**config.mk**
```make
export PLATFORM = sky130hd
export DESIGN_NAME = mem_port_arbiter_flat
export DESIGN_NICKNAME = d
export VERILOG_FILES = /design/src/rtl/mem_port_arbiter_if.sv /design/src/rtl/mem_port_arbiter.sv /design/src/flat_wrapper.sv
export SDC_FILE = /design/constraint.sdc
export NUM_CORES = 1
export LEC_CHECK = 0
export ABC_AREA = 1
export CORE_AREA = 8 8 203 205
export CTS_BUF_LIST = sky130_fd_sc_hd__clkbuf_4
export DETAILED_ROUTE_END_ITERATION = 8
export DIE_AREA = 0 0 211 213
export MAX_ROUTING_LAYER = met4
export PLACE_DENSITY = 0.6
export SETUP_SLACK_MARGIN = 0.4
export SYNTH_ARGS = -nofsm -noshare
export SYNTH_HDL_FRONTEND = slang
export SYNTH_SLANG_ARGS = --single-unit
```
**constraint.sdc**
```tcl
create_clock -name clk -period 1.9 [get_ports clk]
set_input_delay 0.38 -clock clk [delete_from_list [all_inputs] [get_ports clk]]
set_output_delay 0.38 -clock clk [all_outputs]
set_load 0.02 [all_outputs]
```
**src/rtl/mem_port_arbiter_if.sv**
```systemverilog
// Request/response handshakes for the fetch and data sides plus the shared memory bus.
// slave = arbiter view, master = requester/memory view.
interface mem_port_arbiter_if #(
  parameter int ADDR_W = 64,
  parameter int DATA_W = 64
);
  logic              if_valid;
  logic [ADDR_W-1:0] if_addr;
  logic              if_ready;
  logic              if_resp;
  logic [DATA_W-1:0] if_rdata;
  logic              if_err;

  logic                mem_valid;
  logic [ADDR_W-1:0]   mem_addr;
  logic                mem_wen;
  logic [DATA_W-1:0]   mem_wdata;
  logic [DATA_W/8-1:0] mem_wstrb;
  logic                mem_ready;
  logic                mem_resp;
  logic [DATA_W-1:0]   mem_rdata;
  logic                mem_err;

  logic                bus_valid;
  logic [ADDR_W-1:0]   bus_addr;
  logic                bus_wen;
  logic [DATA_W-1:0]   bus_wdata;
  logic [DATA_W/8-1:0] bus_wstrb;
  logic                bus_ready;
  logic                bus_resp_valid;
  logic [DATA_W-1:0]   bus_rdata;

  modport slave (
    input  if_valid, if_addr,
    output if_ready, if_resp, if_rdata, if_err,
    input  mem_valid, mem_addr, mem_wen, mem_wdata, mem_wstrb,
    output mem_ready, mem_resp, mem_rdata, mem_err,
    output bus_valid, bus_addr, bus_wen, bus_wdata, bus_wstrb,
    input  bus_ready, bus_resp_valid, bus_rdata
  );

  modport master (
    output if_valid, if_addr,
    input  if_ready, if_resp, if_rdata, if_err,
    output mem_valid, mem_addr, mem_wen, mem_wdata, mem_wstrb,
    input  mem_ready, mem_resp, mem_rdata, mem_err,
    input  bus_valid, bus_addr, bus_wen, bus_wdata, bus_wstrb,
    output bus_ready, bus_resp_valid, bus_rdata
  );
endinterface

```
**src/rtl/mem_port_arbiter.sv**
```systemverilog
// Round-robin share of one non-pipelined memory port between fetch and data; min 3 cycles accept->resp,
// bus stalls via bus_ready/bus_resp_valid, watchdog turns a stuck transaction into an error response.
module mem_port_arbiter #(
  parameter int ADDR_W  = 64,
  parameter int DATA_W  = 64,
  parameter int TIMEOUT = 255,
  parameter int CNT_W   = 16
) (
  input logic               clk,
  input logic               rst,
  mem_port_arbiter_if.slave p
);
  typedef enum logic [1:0] {IDLE, ADDR, RESP} state_t;
  typedef enum logic {GNT_IF = 1'b0, GNT_MEM = 1'b1} gnt_t;

  localparam logic [CNT_W-1:0] WD_LAST = CNT_W'(TIMEOUT - 1);

  state_t              state, state_nxt;
  gnt_t                last_grant, grant, pick;
  logic [CNT_W-1:0]    wd;
  logic [ADDR_W-1:0]   lat_addr;
  logic                lat_wen;
  logic [DATA_W-1:0]   lat_wdata;
  logic [DATA_W/8-1:0] lat_wstrb;
  logic                if_req, mem_req;
  logic                accept, complete, expire;

  // A side whose response is pulsing this cycle may not be granted again yet.
  assign if_req  = p.if_valid  & ~p.if_resp;
  assign mem_req = p.mem_valid & ~p.mem_resp;

  assign p.bus_valid = (state == ADDR);
  assign p.bus_addr  = lat_addr;
  assign p.bus_wen   = lat_wen;
  assign p.bus_wdata = lat_wdata;
  assign p.bus_wstrb = lat_wstrb;

  always_comb begin
    state_nxt   = state;
    pick        = GNT_IF;
    accept      = 1'b0;
    complete    = 1'b0;
    expire      = 1'b0;
    p.if_ready  = 1'b0;
    p.mem_ready = 1'b0;
    case (state)
      IDLE: begin
        if (if_req || mem_req) begin
          accept      = 1'b1;
          pick        = (mem_req && (!if_req || last_grant == GNT_IF)) ? GNT_MEM : GNT_IF;
          p.mem_ready = (pick == GNT_MEM);
          p.if_ready  = (pick == GNT_IF);
          state_nxt   = ADDR;
        end
      end
      ADDR: begin
        if (wd == WD_LAST) begin
          expire    = 1'b1;
          state_nxt = IDLE;
        end else if (p.bus_ready) begin
          state_nxt = RESP;
        end
      end
      RESP: begin
        if (p.bus_resp_valid) begin
          complete  = 1'b1;
          state_nxt = IDLE;
        end else if (wd == WD_LAST) begin
          expire    = 1'b1;
          state_nxt = IDLE;
        end
      end
      default: state_nxt = IDLE;
    endcase
  end

  always_ff @(posedge clk) begin
    if (rst) begin
      state      <= IDLE;
      last_grant <= GNT_IF;
      grant      <= GNT_IF;
      wd         <= '0;
      lat_addr   <= '0;
      lat_wen    <= 1'b0;
      lat_wdata  <= '0;
      lat_wstrb  <= '0;
      p.if_resp   <= 1'b0;
      p.if_err    <= 1'b0;
      p.if_rdata  <= '0;
      p.mem_resp  <= 1'b0;
      p.mem_err   <= 1'b0;
      p.mem_rdata <= '0;
    end else begin
      state      <= state_nxt;
      p.if_resp  <= 1'b0;
      p.if_err   <= 1'b0;
      p.mem_resp <= 1'b0;
      p.mem_err  <= 1'b0;
      if (accept) begin
        grant      <= pick;
        last_grant <= pick;
        wd         <= '0;
        lat_addr   <= (pick == GNT_MEM) ? p.mem_addr : p.if_addr;
        lat_wen    <= (pick == GNT_MEM) & p.mem_wen;
        lat_wdata  <= (pick == GNT_MEM) ? p.mem_wdata : '0;
        lat_wstrb  <= (pick == GNT_MEM) ? p.mem_wstrb : '0;
      end else if (state != IDLE) begin
        wd <= wd + 1'b1;
      end
      if (complete || expire) begin
        if (grant == GNT_MEM) begin
          p.mem_resp  <= 1'b1;
          p.mem_err   <= expire;
          p.mem_rdata <= (complete && !lat_wen) ? p.bus_rdata : '0;
        end else begin
          p.if_resp  <= 1'b1;
          p.if_err   <= expire;
          p.if_rdata <= complete ? p.bus_rdata : '0;
        end
      end
    end
  end
endmodule
```
**src/flat_wrapper.sv**
```systemverilog
// flat-port wrapper written by rule: the top's interface ports become plain ports
module mem_port_arbiter_flat 
#(
  parameter int ADDR_W  = 64,
  parameter int DATA_W  = 64,
  parameter int TIMEOUT = 255,
  parameter int CNT_W   = 16
)
  (clk, rst, p_if_valid, p_if_addr, p_if_ready, p_if_resp, p_if_rdata, p_if_err, p_mem_valid, p_mem_addr, p_mem_wen, p_mem_wdata, p_mem_wstrb, p_mem_ready, p_mem_resp, p_mem_rdata, p_mem_err, p_bus_valid, p_bus_addr, p_bus_wen, p_bus_wdata, p_bus_wstrb, p_bus_ready, p_bus_resp_valid, p_bus_rdata);
  mem_port_arbiter_if #(.ADDR_W(ADDR_W), .DATA_W(DATA_W)) p_i ();
  input logic clk;
  input logic rst;
  input wire logic [$bits(p_i.if_valid)-1:0] p_if_valid;
  input wire logic [$bits(p_i.if_addr)-1:0] p_if_addr;
  output wire logic [$bits(p_i.if_ready)-1:0] p_if_ready;
  output wire logic [$bits(p_i.if_resp)-1:0] p_if_resp;
  output wire logic [$bits(p_i.if_rdata)-1:0] p_if_rdata;
  output wire logic [$bits(p_i.if_err)-1:0] p_if_err;
  input wire logic [$bits(p_i.mem_valid)-1:0] p_mem_valid;
  input wire logic [$bits(p_i.mem_addr)-1:0] p_mem_addr;
  input wire logic [$bits(p_i.mem_wen)-1:0] p_mem_wen;
  input wire logic [$bits(p_i.mem_wdata)-1:0] p_mem_wdata;
  input wire logic [$bits(p_i.mem_wstrb)-1:0] p_mem_wstrb;
  output wire logic [$bits(p_i.mem_ready)-1:0] p_mem_ready;
  output wire logic [$bits(p_i.mem_resp)-1:0] p_mem_resp;
  output wire logic [$bits(p_i.mem_rdata)-1:0] p_mem_rdata;
  output wire logic [$bits(p_i.mem_err)-1:0] p_mem_err;
  output wire logic [$bits(p_i.bus_valid)-1:0] p_bus_valid;
  output wire logic [$bits(p_i.bus_addr)-1:0] p_bus_addr;
  output wire logic [$bits(p_i.bus_wen)-1:0] p_bus_wen;
  output wire logic [$bits(p_i.bus_wdata)-1:0] p_bus_wdata;
  output wire logic [$bits(p_i.bus_wstrb)-1:0] p_bus_wstrb;
  input wire logic [$bits(p_i.bus_ready)-1:0] p_bus_ready;
  input wire logic [$bits(p_i.bus_resp_valid)-1:0] p_bus_resp_valid;
  input wire logic [$bits(p_i.bus_rdata)-1:0] p_bus_rdata;
  assign p_i.if_valid = p_if_valid;
  assign p_i.if_addr = p_if_addr;
  assign p_if_ready = p_i.if_ready;
  assign p_if_resp = p_i.if_resp;
  assign p_if_rdata = p_i.if_rdata;
  assign p_if_err = p_i.if_err;
  assign p_i.mem_valid = p_mem_valid;
  assign p_i.mem_addr = p_mem_addr;
  assign p_i.mem_wen = p_mem_wen;
  assign p_i.mem_wdata = p_mem_wdata;
  assign p_i.mem_wstrb = p_mem_wstrb;
  assign p_mem_ready = p_i.mem_ready;
  assign p_mem_resp = p_i.mem_resp;
  assign p_mem_rdata = p_i.mem_rdata;
  assign p_mem_err = p_i.mem_err;
  assign p_bus_valid = p_i.bus_valid;
  assign p_bus_addr = p_i.bus_addr;
  assign p_bus_wen = p_i.bus_wen;
  assign p_bus_wdata = p_i.bus_wdata;
  assign p_bus_wstrb = p_i.bus_wstrb;
  assign p_i.bus_ready = p_bus_ready;
  assign p_i.bus_resp_valid = p_bus_resp_valid;
  assign p_i.bus_rdata = p_bus_rdata;
  mem_port_arbiter #(.ADDR_W(ADDR_W), .DATA_W(DATA_W), .TIMEOUT(TIMEOUT), .CNT_W(CNT_W)) u_core (.clk(clk), .rst(rst), .p(p_i));
endmodule
```
# [Yosys cells after proc, flatten, opt, wreduce, memory -nomap -nowiden]
# Cells that the tools add are included.
[totals] ff_bits=288 latchBits=0 mem_bits_rw=0 romBits=0 input_bits=271 out_inout_bits=272 word_cells=69 n_memories=0
[classes] n_addsub=1 mul=0 div=0 magnitude_cmp=0 n_eq_ne=6 n_shift=0 n_mux=25 bitwise_logic=8 reduce_logical=16
[op_table] operator="64-bit two-way mux" n=4
[op_table] operator="16-bit by 1-bit adder with 16-bit output (second input constant)" n=1
[op_table] operator="16-bit by 8-bit equality test with 1-bit output (second input constant)" n=1
[op_table] operator="1-bit two-way mux" n=13
[op_table] operator="2-bit two-way mux" n=5
[op_table] operator="8-bit two-way mux" n=1
[op_table] operator="2-bit one-hot mux with 3 select lines" n=1
[op_table] operator="3-bit OR reduction" n=2
[op_table] operator="1-bit NOT" n=5
[op_table] operator="2-bit AND reduction" n=2
[op_table] operator="2-bit OR reduction" n=2
[op_table] operator="1-bit AND" n=3
[op_table] operator="1-bit logical OR" n=3
[op_table] operator="3-bit by 1-bit != test with 1-bit output (second input constant)" n=1
[op_table] operator="3-bit by 2-bit != test with 1-bit output (second input constant)" n=1
[op_table] operator="3-bit AND reduction" n=1
[op_table] operator="2-bit by 1-bit equality test with 1-bit output (second input constant)" n=1
[op_table] operator="2-bit equality test (second input constant)" n=1
[op_table] operator="1-bit logical AND" n=2
[op_table] operator="1-bit zero test" n=2
[op_table] operator="2-bit zero test" n=1
[op_table] operator="2-bit by 1-bit != test with 1-bit output (second input constant)" n=1
[op_table] operator="1-bit one-hot mux with 2 select lines" n=1
[op_table] operator="2-bit nonzero test" n=1

# [Depth between registers and ports, before layout]
# Gate-level depths: netlist of run 1.
[logic_depth] ltp_word=9 ltp_mapped=11 ltp_nobuf=11

# [Worst setup path before layout of run 1]
# Ideal clock, no wire load.
[synth_timing] path_kind="register -> register" start="register u_core.state[1]" end="register u_core.p.mem_rdata[34]" setup_time_ns=0.132 arrival_ns=1.554 t_required_ns=1.768 setup_slack_ns=0.214 path_stages_with_launch=11 n_path_buf=1 synth_period_minus_slack_ns=1.686 cell_sequence="dfxtp_1 > inv_1 > ha_1 > inv_1 > a21boi_1 > nand3_1 > nand2_4 > nand2_1 > buf_2 > nand2_1 > a21oi_1"
[synth_between] elab_chain_cells=4 word_cells_on_any_way=8 classes_between="2 x eq/ne; 3 x mux; 3 x reduce/logical"
[synth_lines] item="from (decl)" line="mem_port_arbiter.sv:18" rtl="state_t state, state_nxt;"
[synth_lines] item="from (signal assigned)" line="mem_port_arbiter.sv:94" rtl="state <= state_nxt;"
[synth_lines] item="2-bit by 1-bit equality test with 1-bit output"
[synth_lines] item="via p_bus_valid" line="flat_wrapper.sv:28" rtl="output wire logic [$bits(p_i.bus_valid)-1:0] p_bus_valid;"
[synth_lines] item="1-bit one-hot mux with 2 select lines" line="mem_port_arbiter.sv:46" rtl="case (state)"
[synth_lines] item="1-bit logical OR" line="mem_port_arbiter.sv:110" rtl="if (complete || expire) begin"
[synth_lines] item="2-bit AND reduction (no source line)"
[synth_lines] item="to (signal assigned)" line="mem_port_arbiter.sv:114" rtl="p.mem_rdata <= (complete && !lat_wen) ? p.bus_rdata : '0;"
[synth_lines] item="to (decl)" line="mem_port_arbiter_if.sv:37" rtl="output mem_ready, mem_resp, mem_rdata, mem_err,"
# The timed path passes the listed nets, and every way through them passes these cells.
# A chain may end at the register's enable or synchronous reset.

# [Worst setup path after layout of run 1]
[layout_timing] start="register u_core.state[1]" end="output p_mem_ready"
[layout_between] elab_chain_cells=2
[layout_lines] item="2-bit zero test" line="mem_port_arbiter.sv:46"
[layout_lines] item="1-bit two-way mux" line="mem_port_arbiter.sv:46"
[layout_lines] item="to (decl)" line="flat_wrapper.sv:24" rtl="output wire logic [$bits(p_i.mem_ready)-1:0] p_mem_ready;"
# No other way between the ends.

==> results of run 1 <==
[power by group through the flow]
stage	clock, mW	combinational [mW]	sequential, mW
after floorplan	0	3.28	8.90
after CTS	6.38	9.52	8.06
after detailed placement	0	8.68	7.77
after global placement	0	8.61	7.74
after global routing	6.74	11.3	8.19
final	6.19	10.7	8.08
[stage by stage]
stage | std cells | setup WS [ns] | total power [mW] | utilization
6_report | 2620 | -0.141 | 25.0 | 0.555
5_1_grt | 2620 | -0.254 | 26.2 | 0.555
4_1_cts | 2576 | -0.271 | 24.0 | 0.527
3_5_place_dp | 2393 | -0.344 | 16.4 | 0.460
3_3_place_gp | 2393 | -0.326 | 16.3 | 0.460
2_1_floorplan | 1411 | 0.363 | 12.2 | -
[cell families (layout without fill, tap and decap cells)]
group	after synthesis	in the layout	synth area share
XOR/XNOR	3	3	0.00232
other	0	7	0
AND/OR/NAND/NOR	599	601	0.218
flip-flops	288	288	0.509
buffers and inverters	170	852	0.0649
adder cells (fa/ha/maj)	5	5	0.00553
AO/OA/AOI/OAI	346	346	0.200
[cells in the mapped netlist, drive strengths merged, types with 2 or more instances]
master and count:
nand2 352, dfxtp 288, a21oi 139, nor2 98, a32o 73, clkbuf 73
nand3 71, nor3 69, o21ai 68, o31ai 63, buf 53, inv 42
ha 5, nand3b 3, clkinv 2, nand4 2, nor4 2, xnor2 2
[cell type report]
type                            instances  area, um2
Clock inverter                         29        225
Inverter                               44        184
Sequential cell                       288       6120
Tap cell                              518        648
Antenna cell                            7       17.5
Clock buffer                          117        878
Multi-Input combinational cell        955       5530
Timing Repair Buffer                  662       7540
Fill cell                            3464      17000
[worst register-to-register path: stages, from the launching register on]
cell,delay [ns]
sky130_fd_sc_hd__dfxtp_2,0.32
sky130_fd_sc_hd__inv_2,0.07
sky130_fd_sc_hd__buf_4,0.12
sky130_fd_sc_hd__buf_6,0.09
sky130_fd_sc_hd__ha_4,0.13
sky130_fd_sc_hd__nand2_4,0.06
sky130_fd_sc_hd__a21boi_4,0.17
sky130_fd_sc_hd__nand3_4,0.13
sky130_fd_sc_hd__nand2_8,0.15
sky130_fd_sc_hd__buf_8,0.15
sky130_fd_sc_hd__nand2_8,0.11
sky130_fd_sc_hd__clkbuf_16,0.23
sky130_fd_sc_hd__nand2_2,0.07
sky130_fd_sc_hd__a21oi_1,0.05
[state kept, by name, indices dropped and copies added, names as in the netlist, 2 cells and up]
signal              flops
u_core.wd              16
u_core.p.mem_rdata     64
u_core.p.if_rdata      64
u_core.p.bus_wdata     64
u_core.state            2
u_core.p.bus_addr      64
u_core.p.bus_wstrb      8
[layer usage]
metal / vias up / wire length, um / global-route usage
met2: 511 / 26700 / 0.357
met3: 129 / 4890 / 0.0793
met5: - / 0 / -
li1: 6157 / - / -
met4: 0 / 2340 / 0.101
met1: 6206 / 21500 / 0.242
[repair_timing]
| item | 4_1_cts | 5_1_grt |
|---|---|---|
| hold endpoints to repair | 0 | 0 |
| setup endpoints to repair | 554 | 554 |
| gates cloned | 5 | 24 |
| pin swaps | 68 | 65 |
| resized for setup | 2043 | 111 |
| buffers inserted | 32 | 13 |
[how the worst min path moves through the flow]
stage                                from               endpoint  slack (ns)  depth (start not counted)
floorplan                    u_core.wd[6]           u_core.wd[6]        0.44                          1
detailed placement  u_core.p.bus_addr[57]  u_core.p.bus_addr[57]        0.44                          2
global route              p_bus_rdata[25]  u_core.p.if_rdata[25]        0.15                          3
CTS                        p_bus_rdata[4]   u_core.p.if_rdata[4]         0.1                          3
global placement    u_core.p.bus_addr[57]  u_core.p.bus_addr[57]        0.44                          2
finish                                rst        u_core.state[0]        0.17                          5
==> metrics.txt, run 1 <==
# TYPE chip_impl_metric gauge
chip_impl_info{name="status",value="finished, violations left"} 1
chip_impl_metric{name="dp_hpwl",unit="um"} 35500
chip_impl_metric{name="worst_pin_slew",unit="ns"} 0.888
chip_impl_metric{name="row_count",unit=""} 72
chip_impl_metric{name="setup_ws",unit="ns"} -0.141
chip_impl_metric{name="drt-total-wl",unit="um"} 55500
chip_impl_metric{name="place.port_buffers",unit=""} 542
chip_impl_metric{name="dr.pass1.iters",unit=""} 5
chip_impl_metric{name="core_area",unit="um2"} 38100
chip_impl_metric{name="antenna_found_initial",unit=""} 7
chip_impl_metric{name="synth_warnings",unit=""} 0
chip_impl_metric{name="htree_levels",unit=""} 3
chip_impl_info{name="worstReg2RegStart",value="u_core.state[0]"} 1
chip_impl_metric{name="totalNegativeSetupSlack",unit="ns"} -4.22
chip_impl_metric{name="post-route-cell-area",unit="um2"} 21100
chip_impl_metric{name="post_synth.cell_area_avg",unit="um2"} 8.02
chip_impl_metric{name="timing.final.hold_violations",unit=""} 0
chip_impl_info{name="timing.critical_path.cells",value="inv_4 -> ha_4 -> inv_2 -> nor2_4 -> buf_6"} 1
chip_impl_metric{name="detail_route.wl_per_cell",unit="um"} 21.2
chip_impl_info{name="crit_path_top_delay_cell",value="sky130_fd_sc_hd__dfxtp_2"} 1
chip_impl_metric{name="synth_async_sr_flop_share",unit=""} 0
chip_impl_metric{name="post_synth_num_cell_types",unit=""} 32
chip_impl_metric{name="cp_slowest_stage_delay",unit="ns"} 0.34
chip_impl_info{name="layout.cells.most_common",value="sky130_fd_sc_hd__buf_6"} 1
chip_impl_metric{name="worst_slew_margin_rel",unit=""} 0.408
chip_impl_info{name="cpLargestDelayFamily",value="flip-flops"} 1
chip_impl_metric{name="critPathMaxFanout",unit=""} 4
chip_impl_metric{name="setup_viol",unit=""} 80
chip_impl_info{name="critPathLaunchType",value="flip-flop"} 1
chip_impl_metric{name="drcViolationCount",unit=""} 0
chip_impl_metric{name="power_frac_comb",unit=""} 0.429
chip_impl_metric{name="power.net_switching",unit="mW"} 9.30
chip_impl_metric{name="routability_congestion_estimate_from_global_placement",unit=""} 0.851
chip_impl_info{name="mostFrequentLayoutCells",value="sky130_fd_sc_hd__buf_6, sky130_fd_sc_hd__nand2_1, sky130_fd_sc_hd__clkdlybuf4s50_1"} 1
chip_impl_info{name="grt_setup_unrepaired",value="yes"} 1
chip_impl_metric{name="ff2ff_path_depth",unit=""} 13
chip_impl_metric{name="antenna_left",unit=""} 0
chip_impl_metric{name="post_dp_cell_area",unit="um2"} 17500
chip_impl_metric{name="pwr-share-clk",unit=""} 0.248
chip_impl_metric{name="clk_transition_reported_paths",unit="ns"} 0.06
chip_impl_metric{name="die_h",unit="um"} 213
chip_impl_metric{name="synth_top_area_frac",unit=""} 0.509
chip_impl_metric{name="drive_gt1_frac",unit=""} 0.453
chip_impl_metric{name="grt_start_max_net_pins",unit=""} 143
chip_impl_metric{name="layout-area-overhead-vs-synth",unit="%"} 86.9
chip_impl_metric{name="cts_made_buffers",unit=""} 82
chip_impl_metric{name="drv_cap",unit=""} 0
chip_impl_metric{name="levels_on_crit_path",unit=""} 5
chip_impl_info{name="dominantRegCellSynth",value="sky130_fd_sc_hd__dfxtp_1"} 1
chip_impl_metric{name="max_fclk",unit="MHz"} 490
chip_impl_metric{name="syn-instance-count",unit=""} 1411
chip_impl_metric{name="cts.sink_count",unit=""} 288
chip_impl_info{name="worst_hold_path_type",value="in -> reg"} 1
chip_impl_metric{name="finalCritPeriodShare",unit=""} 1.07
chip_impl_metric{name="synth_enable_flop_cells",unit=""} 0
chip_impl_info{name="cts_tree",value="built"} 1
chip_impl_metric{name="power_frac_seq",unit=""} 0.323
chip_impl_metric{name="avgViaCountPerCell",unit=""} 4.96
chip_impl_info{name="crit_path_start",value="u_core.state[1]"} 1
chip_impl_metric{name="start_util",unit=""} 0.297
chip_impl_info{name="violations",value="setup timing"} 1
chip_impl_metric{name="grt_pass1_vias",unit=""} 12700
chip_impl_metric{name="grt.overflow.total",unit=""} 0
chip_impl_metric{name="cp.arrival",unit="ns"} 1.66
chip_impl_metric{name="top_level_ports",unit=""} 543
chip_impl_metric{name="syn_nets",unit=""} 1687
chip_impl_metric{name="cts-root-to-sink-buffers",unit=""} 3
chip_impl_metric{name="grtUsageTotal",unit=""} 0.221
chip_impl_info{name="path_class",value="reg -> out"} 1
chip_impl_metric{name="detailroute.via_count",unit=""} 13000
chip_impl_metric{name="ys_ff_latch",unit=""} 288
chip_impl_metric{name="power.share.switching",unit=""} 0.372
chip_impl_metric{name="power_leakage",unit="nW"} 8.24
chip_impl_info{name="cp-endpoint",value="p_mem_ready"} 1
chip_impl_metric{name="fin_worst_skew",unit="ns"} 0.0333
chip_impl_metric{name="die-area",unit="um2"} 44900
chip_impl_info{name="cts_root_buf",value="sky130_fd_sc_hd__clkbuf_4"} 1
chip_impl_metric{name="synth_sequential_area_ratio",unit=""} 0.509
chip_impl_metric{name="timing.final.crit_period",unit="ns"} 2.04
chip_impl_metric{name="finalNetCount",unit=""} 2309
chip_impl_metric{name="finalHoldWorstSlack",unit="ns"} 0.169
chip_impl_metric{name="vdd.ir_drop.worst",unit="uV"} 669
chip_impl_metric{name="ff_to_ff_setup_slack",unit="ns"} -0.09
chip_impl_metric{name="cts.hold.buffers_added",unit=""} 0
chip_impl_metric{name="syn-cell-area",unit="um2"} 11300
chip_impl_metric{name="drt_iter0_drc",unit=""} 803
chip_impl_metric{name="internal-power",unit="mW"} 15.7
chip_impl_metric{name="die_x",unit="um"} 211
chip_impl_metric{name="crit_buf_inv",unit=""} 3
chip_impl_info{name="ys_top_cells_by_area",value="sky130_fd_sc_hd__dfxtp_1, sky130_fd_sc_hd__nand2_1, sky130_fd_sc_hd__a32o_1, sky130_fd_sc_hd__a21oi_1, sky130_fd_sc_hd__o31ai_1"} 1
chip_impl_info{name="worstSetupEndpointType",value="output port"} 1
chip_impl_info{name="crit-reg2reg-capture",value="u_core.p.if_rdata[50]"} 1
chip_impl_metric{name="powerDensity",unit="nW/um2"} 1180
chip_impl_metric{name="grt_first_pass_wirelength",unit="um"} 75100
chip_impl_metric{name="worstSkewPairLatency",unit="ns"} 0.74
chip_impl_metric{name="cp_data_required_time",unit="ns"} 1.52
chip_impl_info{name="yosys.area.top_type",value="sky130_fd_sc_hd__dfxtp_1"} 1
chip_impl_metric{name="final_max_slew_viol_count",unit=""} 0
No activity file was read; power rests on OpenSTA's default activity.
==> run 2: changes to the inputs <==
--- a/config.mk
+++ b/config.mk
@@ -11,7 +11,6 @@
 export DETAILED_ROUTE_END_ITERATION = 8
 export DIE_AREA = 0 0 211 213
 export MAX_ROUTING_LAYER = met4
-export PLACE_DENSITY = 0.6
 export SETUP_SLACK_MARGIN = 0.4
 export SYNTH_ARGS = -nofsm -noshare
 export SYNTH_HDL_FRONTEND = slang
==> results of run 2 <==
Final layout, timing and power as in run 1 (identical DEF).
==> run 3: changes to the inputs <==
--- a/config.mk
+++ b/config.mk
@@ -5,11 +5,11 @@
 export SDC_FILE = /design/constraint.sdc
 export NUM_CORES = 1
 export LEC_CHECK = 0
-export ABC_AREA = 1
-export CORE_AREA = 8 8 203 205
+export ABC_AREA = 0
+export CORE_AREA = 2 2 210 212
 export CTS_BUF_LIST = sky130_fd_sc_hd__clkbuf_4
 export DETAILED_ROUTE_END_ITERATION = 8
-export DIE_AREA = 0 0 211 213
+export DIE_AREA = 0 0 212 214
 export MAX_ROUTING_LAYER = met4
 export SETUP_SLACK_MARGIN = 0.4
 export SYNTH_ARGS = -nofsm -noshare
==> metrics.txt, run 3 <==
# TYPE chip_impl_metric gauge
chip_impl_info{name="status",value="finished, violations left"} 1
chip_impl_info{name="violations",value="setup timing"} 1
chip_impl_metric{name="syn-instance-count",unit=""} 1245
chip_impl_metric{name="dp_hpwl",unit="um"} 33200
chip_impl_metric{name="syn_nets",unit=""} 1521
chip_impl_metric{name="die-area",unit="um2"} 45400
chip_impl_metric{name="dr.pass1.iters",unit=""} 4
chip_impl_info{name="ys_top_cells_by_area",value="sky130_fd_sc_hd__dfxtp_1, sky130_fd_sc_hd__o21ai_2, sky130_fd_sc_hd__a21oi_1, sky130_fd_sc_hd__nand3_1, sky130_fd_sc_hd__mux2i_1"} 1
chip_impl_metric{name="synth_top_area_frac",unit=""} 0.476
chip_impl_metric{name="detailroute.via_count",unit=""} 13300
chip_impl_metric{name="detail_route.wl_per_cell",unit="um"} 19.6
chip_impl_metric{name="row_count",unit=""} 76
chip_impl_metric{name="post_synth_num_cell_types",unit=""} 46
chip_impl_metric{name="power_leakage",unit="nW"} 9.37
chip_impl_info{name="cts_tree",value="built"} 1
chip_impl_metric{name="pwr-share-clk",unit=""} 0.260
chip_impl_metric{name="layout-area-overhead-vs-synth",unit="%"} 89.5
chip_impl_info{name="synth.cells.most_frequent",value="sky130_fd_sc_hd__dfxtp_1, sky130_fd_sc_hd__a21oi_1, sky130_fd_sc_hd__nand3_1"} 1
chip_impl_metric{name="worstSkewPairLatency",unit="ns"} 0.80
chip_impl_metric{name="final_max_slew_viol_count",unit=""} 0
chip_impl_metric{name="synth_sequential_area_ratio",unit=""} 0.476
chip_impl_metric{name="antenna_left",unit=""} 0
chip_impl_info{name="layout.cells.most_common",value="sky130_fd_sc_hd__buf_6"} 1
chip_impl_metric{name="drt_iter0_drc",unit=""} 608
chip_impl_info{name="worstSetupEndpointType",value="flip-flop"} 1
chip_impl_metric{name="final_core_utilization",unit=""} 0.535
chip_impl_metric{name="drt-total-wl",unit="um"} 52500
chip_impl_metric{name="grtUsageTotal",unit=""} 0.219
chip_impl_metric{name="total_power",unit="mW"} 22.4
chip_impl_metric{name="clk_transition_reported_paths",unit="ns"} 0.07
chip_impl_metric{name="internal-power",unit="mW"} 14.7
chip_impl_metric{name="synth_warnings",unit=""} 0
chip_impl_info{name="grt_setup_unrepaired",value="yes"} 1
chip_impl_metric{name="syn-cell-area",unit="um2"} 12100
chip_impl_info{name="top_signal_layer_used",value="met4"} 1
chip_impl_metric{name="grt.overflow.total",unit=""} 0
chip_impl_metric{name="wl_met2",unit="um"} 26000
chip_impl_metric{name="power_frac_comb",unit=""} 0.391
chip_impl_metric{name="met3_wirelength",unit="um"} 4040
chip_impl_metric{name="min_path_cells",unit=""} 3
chip_impl_metric{name="synth_async_sr_flop_share",unit=""} 0
chip_impl_metric{name="grt_first_pass_wirelength",unit="um"} 75900
chip_impl_metric{name="ff2ff_path_depth",unit=""} 8
chip_impl_metric{name="power.share.switching",unit=""} 0.343
chip_impl_metric{name="worst_pin_slew",unit="ns"} 0.546
chip_impl_info{name="cts_root_buf",value="sky130_fd_sc_hd__clkbuf_4"} 1
chip_impl_metric{name="finalNetCount",unit=""} 2308
chip_impl_metric{name="timing.final.hold_violations",unit=""} 0
chip_impl_metric{name="vdd.ir_drop.worst",unit="uV"} 577
chip_impl_metric{name="cp_data_required_time",unit="ns"} 2.55
chip_impl_metric{name="cts_made_buffers",unit=""} 83
chip_impl_metric{name="critPathMaxFanout",unit=""} 7
chip_impl_metric{name="synth_enable_flop_cells",unit=""} 0
chip_impl_metric{name="cts.sink_count",unit=""} 288
chip_impl_metric{name="timing.final.crit_period",unit="ns"} 2.29
chip_impl_metric{name="drive_gt1_frac",unit=""} 0.549
chip_impl_metric{name="cts-root-to-sink-buffers",unit=""} 3
chip_impl_metric{name="ys_ff_latch",unit=""} 288
chip_impl_metric{name="powerDensity",unit="nW/um2"} 975
chip_impl_metric{name="drcViolationCount",unit=""} 0
chip_impl_metric{name="drv_cap",unit=""} 0
chip_impl_info{name="synthMostInstantiatedCell",value="sky130_fd_sc_hd__dfxtp_1"} 1
chip_impl_metric{name="setup_viol",unit=""} 282
chip_impl_metric{name="grt_start_max_net_pins",unit=""} 100
chip_impl_info{name="mostFrequentLayoutCells",value="sky130_fd_sc_hd__buf_6, sky130_fd_sc_hd__clkdlybuf4s50_1, sky130_fd_sc_hd__dfxtp_2"} 1
chip_impl_metric{name="start_util",unit=""} 0.282
chip_impl_metric{name="place.port_buffers",unit=""} 542
chip_impl_metric{name="htree_levels",unit=""} 3
chip_impl_metric{name="fin_worst_skew",unit="ns"} 0.0443
chip_impl_info{name="path_class",value="reg -> reg"} 1
chip_impl_metric{name="post-place-ws",unit="ns"} -0.440
chip_impl_metric{name="antenna_found_initial",unit=""} 3
chip_impl_metric{name="top_level_ports",unit=""} 543
chip_impl_info{name="dominantRegCellSynth",value="sky130_fd_sc_hd__dfxtp_1"} 1
chip_impl_info{name="critPathLaunchType",value="flip-flop"} 1
chip_impl_metric{name="power.net_switching",unit="mW"} 7.66
chip_impl_metric{name="post_synth.cell_area_avg",unit="um2"} 9.73
chip_impl_metric{name="avgViaCountPerCell",unit=""} 4.98
chip_impl_metric{name="met1_length",unit="um"} 20800
chip_impl_metric{name="power_frac_seq",unit=""} 0.349
chip_impl_info{name="yosys.area.top_type",value="sky130_fd_sc_hd__dfxtp_1"} 1
chip_impl_info{name="worst_hold_path_type",value="in -> reg"} 1
chip_impl_metric{name="finalCritPeriodShare",unit=""} 1.21
chip_impl_metric{name="core_area",unit="um2"} 42900
chip_impl_metric{name="max_fclk",unit="MHz"} 436
chip_impl_metric{name="die_x",unit="um"} 212
chip_impl_metric{name="setup_ws",unit="ns"} -0.393
chip_impl_metric{name="num-fill-cells",unit=""} 3744
chip_impl_metric{name="grt_pass1_vias",unit=""} 13200
chip_impl_metric{name="cp.arrival",unit="ns"} 2.94
chip_impl_metric{name="die_h",unit="um"} 214
chip_impl_metric{name="routability_congestion_estimate_from_global_placement",unit=""} 0.880
chip_impl_metric{name="worst_slew_margin_rel",unit=""} 0.636
-- run 3: worst max-delay path, cell delays in order (launching register included) --
cell                      delay [ns]
sky130_fd_sc_hd__dfxtp_2        0.32
sky130_fd_sc_hd__or4_4          0.53
sky130_fd_sc_hd__or4_4          0.55
sky130_fd_sc_hd__nor2_4         0.16
sky130_fd_sc_hd__buf_12         0.15
sky130_fd_sc_hd__buf_12         0.15
sky130_fd_sc_hd__buf_12         0.11
sky130_fd_sc_hd__buf_12         0.12
sky130_fd_sc_hd__o21ai_2        0.05
-- run 3: per-stage QoR --
step	setup TNS [ns]	hold WS [ns]	instance area [um2]	std cells
after CTS	-47.22	0.0918	22000	2619
final	-57.72	0.198	22900	2677
after global routing	-78.20	0.0865	22900	2677
after floorplan	-15.51	0.471	12400	1245
after global placement	-68.90	0.454	18800	2340
after detailed placement	-75.84	0.456	18800	2340
-- run 3: layout make-up --
type                            instances  area (um2)  share of cell area
Clock inverter                         19         103             0.00447
Inverter                                9        43.8             0.00191
Timing Repair Buffer                  832        8990               0.392
Tap cell                              585         732              0.0319
Sequential cell                       288        6140               0.267
Antenna cell                            5        12.5            0.000545
Clock buffer                          121         908              0.0396
Multi-Input combinational cell        818        6020               0.262
-- run 3: cell families after synthesis --
logic type	Yosys count	synth area share
fa+ha+maj	5	0.00517
buf+inv	140	0.0606
compound gates	473	0.271
xor+xnor	12	0.00868
mux	66	0.0547
simple gates	261	0.124
flops	288	0.476
-- run 3: final timing paths --
check,startpoint,to,slack [ns]
setup reg to reg,u_core.wd[12],u_core.p.if_rdata[57],-0.39
hold reg to reg,u_core.p.bus_wstrb[4],u_core.p.bus_wstrb[4],0.47
setup / recovery,u_core.wd[12],u_core.p.if_rdata[57],-0.39
hold / removal,p_if_addr[42],u_core.p.bus_addr[42],0.20
-- run 3: layer usage --
metal,global-route usage,vias up
met5,-,-
met4,0.0873,0
met3,0.0745,98
met2,0.360,443
met1,0.243,6485
li1,-,6296
-- run 3: what timing repair did --
item	4_1_cts	5_1_grt
setup buffers	129	39
hold buffers	1	0
gates cloned	9	14
pin swaps	22	95
setup endpoints to repair	560	560
endpoints found under the hold margin	20	0
gates resized for setup	1992	79
-- run 3: power by group through the flow --
| stage | clock, mW | sequential (mW) | combinational [mW] |
|---|---|---|---|
| 2_1_floorplan | 0 | 8.59 | 2.71 |
| 3_3_place_gp | 0 | 7.57 | 7.14 |
| 3_5_place_dp | 0 | 7.59 | 7.20 |
| 4_1_cts | 5.99 | 7.80 | 7.81 |
| 5_1_grt | 6.36 | 7.91 | 9.21 |
| 6_report | 5.81 | 7.81 | 8.74 |
